===== src/rtl/clkdiv_pkg.sv =====
// Shared types and helpers for the clock-enable divider controller.
package clkdiv_pkg;

    typedef enum logic [1:0] {
        CD_IDLE = 2'd0,
        CD_RUN  = 2'd1,
        CD_PEND = 2'd2
    } cd_state_t;

    localparam int unsigned CD_MIN_DIV = 2;

    // Ratios below two would produce a stuck or every-cycle enable, so they are raised to two.
    function automatic int unsigned cd_clamp(input int unsigned div);
        return (div < CD_MIN_DIV) ? CD_MIN_DIV : div;
    endfunction

endpackage


===== src/rtl/clkdiv_ctrl_if.sv =====
// Ratio configuration handshake between CSR/boot logic and the divider controller.
interface clkdiv_ctrl_if #(
    parameter int W = 8
);
    logic         CFG_VALID;
    logic [W-1:0] CFG_DIV;
    logic         CFG_READY;

    modport master (output CFG_VALID, output CFG_DIV, input CFG_READY);
    modport slave  (input CFG_VALID, input CFG_DIV, output CFG_READY);
endinterface


===== src/rtl/clkdiv_counter.sv =====
// Period counter that wraps from limit-1 back to zero; clr has priority over en.
module clkdiv_counter #(
    parameter int W = 8
) (
    input  logic         clk,
    input  logic         res,
    input  logic         clr,
    input  logic         en,
    input  logic [W-1:0] limit,
    output logic [W-1:0] cnt,
    output logic         last
);

    assign last = (cnt == (limit - W'(1)));

    always_ff @(posedge clk) begin
        if (!res) begin
            cnt <= '0;
        end else if (clr) begin
            cnt <= '0;
        end else if (en) begin
            cnt <= last ? '0 : cnt + W'(1);
        end
    end

endmodule


===== src/rtl/clkdiv_ctrl.sv =====
// Divider controller: owns the ratio, starts/stops and retunes only on period boundaries.
module clkdiv_ctrl
    import clkdiv_pkg::*;
#(
    parameter int W           = 8,
    parameter int DEFAULT_DIV = 4
) (
    input  logic         CLK,
    input  logic         RES,
    input  logic         EN,
    clkdiv_ctrl_if.slave cfg,
    output logic         CE,
    output logic         CLK_OUT,
    output logic         ACTIVE,
    output logic [W-1:0] CUR_DIV
);

    cd_state_t    state;
    cd_state_t    state_next;
    logic [W-1:0] cur_div;
    logic [W-1:0] cur_div_next;
    logic [W-1:0] pend_div;
    logic [W-1:0] pend_div_next;
    logic [W-1:0] cnt;
    logic [W-1:0] new_div;
    logic         cnt_clr;
    logic         cnt_en;
    logic         last;
    logic         xfer;

    assign new_div       = W'(cd_clamp(32'(cfg.CFG_DIV)));
    assign cfg.CFG_READY = (state != CD_PEND);
    assign xfer          = cfg.CFG_VALID && cfg.CFG_READY;

    clkdiv_counter #(.W(W)) u_counter (
        .clk   (CLK),
        .res   (RES),
        .clr   (cnt_clr),
        .en    (cnt_en),
        .limit (cur_div),
        .cnt   (cnt),
        .last  (last)
    );

    always_ff @(posedge CLK) begin
        if (!RES) begin
            state    <= CD_IDLE;
            cur_div  <= W'(DEFAULT_DIV);
            pend_div <= W'(DEFAULT_DIV);
        end else begin
            state    <= state_next;
            cur_div  <= cur_div_next;
            pend_div <= pend_div_next;
        end
    end

    // A ratio accepted while running waits in pend_div until the old period finishes.
    always_comb begin
        state_next    = state;
        cur_div_next  = cur_div;
        pend_div_next = pend_div;
        cnt_clr       = 1'b0;
        cnt_en        = 1'b0;
        case (state)
            CD_IDLE: begin
                cnt_clr = 1'b1;
                if (xfer) cur_div_next = new_div;
                if (EN) state_next = CD_RUN;
            end
            CD_RUN: begin
                cnt_en = 1'b1;
                if (xfer) begin
                    pend_div_next = new_div;
                    state_next    = CD_PEND;
                end else if (last && !EN) begin
                    state_next = CD_IDLE;
                end
            end
            CD_PEND: begin
                cnt_en = 1'b1;
                if (last) begin
                    cur_div_next = pend_div;
                    state_next   = EN ? CD_RUN : CD_IDLE;
                end
            end
            default: state_next = CD_IDLE;
        endcase
    end

    assign ACTIVE  = (state != CD_IDLE);
    assign CE      = ACTIVE && last;
    assign CLK_OUT = ACTIVE && (cnt >= (cur_div >> 1));
    assign CUR_DIV = cur_div;

endmodule


===== src/flat_wrapper.sv =====
// flat-port wrapper written by rule: the top's interface ports become plain ports
module clkdiv_ctrl_flat import clkdiv_pkg::*;
#(
    parameter int W           = 8,
    parameter int DEFAULT_DIV = 4
)
  (CLK, RES, EN, CE, CLK_OUT, ACTIVE, CUR_DIV, cfg_CFG_VALID, cfg_CFG_DIV, cfg_CFG_READY);
  clkdiv_ctrl_if #(.W(W)) cfg_i ();
  input  logic CLK;
  input  logic RES;
  input  logic EN;
  output logic CE;
  output logic CLK_OUT;
  output logic ACTIVE;
  output logic [W-1:0] CUR_DIV;
  input wire logic [$bits(cfg_i.CFG_VALID)-1:0] cfg_CFG_VALID;
  input wire logic [$bits(cfg_i.CFG_DIV)-1:0] cfg_CFG_DIV;
  output wire logic [$bits(cfg_i.CFG_READY)-1:0] cfg_CFG_READY;
  assign cfg_i.CFG_VALID = cfg_CFG_VALID;
  assign cfg_i.CFG_DIV = cfg_CFG_DIV;
  assign cfg_CFG_READY = cfg_i.CFG_READY;
  clkdiv_ctrl #(.W(W), .DEFAULT_DIV(DEFAULT_DIV)) u_core (.CLK(CLK), .RES(RES), .EN(EN), .cfg(cfg_i), .CE(CE), .CLK_OUT(CLK_OUT), .ACTIVE(ACTIVE), .CUR_DIV(CUR_DIV));
endmodule

===== config.mk =====
export PLATFORM = sky130hd
export DESIGN_NAME = clkdiv_ctrl_flat
export DESIGN_NICKNAME = d
export VERILOG_FILES = /design/src/rtl/clkdiv_pkg.sv /design/src/rtl/clkdiv_ctrl_if.sv /design/src/rtl/clkdiv_counter.sv /design/src/rtl/clkdiv_ctrl.sv /design/src/flat_wrapper.sv
export SDC_FILE = /design/constraint.sdc
export NUM_CORES = 1
export LEC_CHECK = 0
export CORE_UTILIZATION = 45
export CTS_CLUSTER_DIAMETER = 50
export DETAILED_ROUTE_END_ITERATION = 12
export DONT_BUFFER_PORTS = 1
export PLACE_DENSITY_LB_ADDON = 0.12
export SLEW_MARGIN = 30
export SYNTH_ARGS = -nofsm -noshare
export SYNTH_HDL_FRONTEND = slang
export SYNTH_SLANG_ARGS = --single-unit

===== constraint.sdc =====
create_clock -name CLK -period 1.99 [get_ports CLK]
set_input_delay 0.2985 -clock CLK [delete_from_list [all_inputs] [get_ports CLK]]
set_output_delay 0.2985 -clock CLK [all_outputs]
set_load 0.005 [all_outputs]

==> reports/metrics.cfg <==
[drt]
routed_wl_um = 5019
ant_nets = 0
viasPerCell = 5.633
drt_iter0_markers = 103
firstDrtPassIters = 4
vias = 1735
avgRoutedWirePerCell_um = 16.30
drt_drc_violations_left = 0

[setup_path]
worstPathCellList = buf_6 > inv_2 > ha_4 > a21o_1 > a2111oi_4 > buf_4 > nand3_4 > nor2_4
critPathSlowestCell = a2111oi_4
crit_arrival_ns = 1.88
timing.rr.start = u_core.CUR_DIV[1]
crit_type = reg -> out
reg2reg_slack_ns = -0.18
slowest_delay_ns = 0.41
worstSetupStartpointType = flip-flop
cp_data_required_time_ns = 1.69
worstPathMaxFanout = 4
rr_worst_depth = 9
cp-end-kind = output port
r2r_end = u_core.CUR_DIV[3]
cp.depth = 8
critical-path-top-delay-family = compound AO/OA/AOI/OAI gates
worst-path-buf-inv = 3

[final_layout]
fillCellCount = 341
areaGrowthSynthToFinish_pct = 37.09
drive_above_1_share = 0.3500
antenna_cells = 0
seqCellArea_um2 = 531.8
multiInputGateArea_mm2 = 0.001386
finalNetCount = 286

[run_status]
violations = negative setup slack
status = finished, violations left

[worst_hold_path]
hold_path_end = u_core.pend_div[2]
whs_path_depth = 1
min_from = RES
worstHoldPathType = in -> reg

[logic_synthesis]
syn_area_mm2 = 0.001798
synthCells = 221
yosysUniqueCellTypes = 45
synth_top_area_share = 0.2895
synth_area_leaders = dfxtp_1, ha_1, nand2_1
synth_fp_nets = 246
seq_area_frac_synth = 0.2895
synth_most_common_cell = nand2_1
synth_seq_cells = 26
synth.largest_area_cell = dfxtp_1
netlist_top_cells_count = nand2_1, dfxtp_1, inv_1, ha_1
synth_edf_count = 0
async_flop_share = 0
avgSynthCellArea_um2 = 8.136
ys.flop_type = dfxtp_1
yosysWarnings = 0

[floorplanning]
coreArea_mm2 = 0.003744
io_pins = 24
dieArea_mm2 = 0.004252
start_util = 0.4803
die_w_um = 65.21
chipHeight_um = 65.21
rows = 22

[cts]
cts_tree = done
htreeDepth = 1
cts_hold_buf = 0
clk_pin_slew_worst_paths_ns = 0.09
clock-sinks = 26
clk_path_buf_depth = 2
cts_buffers = 3
clk_latency_ns = 0.27
root_buffer = clkbuf_8

[sta]
rsz0062_at_grt = true
finalHoldViolations = 0
fin_ws_ns = -0.1843
period_share = 1.093
final_max_slew_viol_count = 0
setup_viol = 20
worst_pin_slew_ns = 0.4477
whs_ns = 0.1037
timing.fmax_mhz = 459.9
final.setup_skew_ns = 0.002451
finalSetupTns_ns = -2.038
period_needed_ns = 2.174
relSlewSlack = 0.7012

[job]
drv_cap = 0

[placement]
dpl.hpwl_um = 3531
gp_congestion = 0.8789
place_ws_ns = -0.1966
port_buffers = 0

[pwr]
powerDensity_mw_per_mm2 = 896.3
leakage_nw = 1.017
ir_drop_mv = 0.5242

[global_route]
grt_first_pass_wirelength_um = 8073
grt_pass1_vias = 1788
grt_antenna_before_repair = 0
grtUsageTotal = 0.2507
overflow = 0
grt_max_degree = 24

stage by stage:
step,cell area (µm²),total power [mW],util,std cells
floorplan,1803,1.277,-,221
global placement,2098,1.584,0.5605,296
detailed placement,2098,1.621,0.5605,296
CTS,2361,2.125,0.6307,305
global route,2465,2.351,0.6584,308
finish,2465,2.209,0.6584,308
power by group:
part           total (mW)  leakage (nW)  switching [mW]  internal [mW]
registers           0.687         0.214          0.0803          0.607
clock network       0.348        0.0288           0.171          0.177
logic                1.17         0.775           0.614          0.560
how the worst max path moves through the flow:
stage	from	endpoint	slack [ns]
2_1_floorplan	u_core.u_counter.cnt[0]	CLK_OUT	0.007
3_3_place_gp	u_core.CUR_DIV[3]	u_core.CUR_DIV[5]	-0.18
3_5_place_dp	u_core.CUR_DIV[3]	u_core.CUR_DIV[5]	-0.20
4_1_cts	u_core.CUR_DIV[2]	CE	-0.24
5_1_grt	u_core.CUR_DIV[3]	u_core.CUR_DIV[3]	-0.27
6_report	u_core.CUR_DIV[1]	CE	-0.18
metal layers:
metal / global-route usage / wire, µm / vias to the layer above
met3: 0.03993 / 215 / 8
met2: 0.4523 / 2613 / 47
li1: - / - / 865
met1: 0.2957 / 2092 / 815
met5: 0 / 0 / -
met4: 0.08967 / 97 / 0
cell families (layout without fill, tap and decap cells):
logic type	count (synthesis)	after routing	synth area share
AND/OR/NAND/NOR	89	89	0.2672
AO/OA/AOI/OAI	49	49	0.2039
buffers and inverters	27	66	0.06332
flip-flops	26	26	0.2895
adder cells (fa/ha/maj)	13	13	0.09047
XOR/XNOR	13	13	0.06333
multiplexers	4	4	0.02227
area by class of cell:
cell class | count | area share
inverter | 15 | 0.02284
timing repair buffer | 47 | 0.1523
tap | 48 | 0.02437
sequential | 26 | 0.2157
multi-input combinational | 168 | 0.5624
clock buffer | 4 | 0.02234
repair_timing:
action                     CTS  global route
pin swaps                   20            14
setup endpoints to repair   18            20
buffers inserted             4             4
gates resized for setup     37            17
gates cloned                 1             0
placed cells by master (no fill, tap or decap), drive strengths merged, types with 7 or more instances in the layout:
master and instances:
and3 7, ha 13, buf 47, nand3 12
nand2 32, o21ai 7, dfxtp 26, xor2 7
a21oi 11, nor2b 7, nor2 10, inv 15
registers in the layout, summed over array words and instances, names as in the netlist:
register	flops
u_core.pend_div	8
u_core.state	2
u_core.CUR_DIV	8
u_core.u_counter.cnt	8
Power figures use the tool's default switching activity.
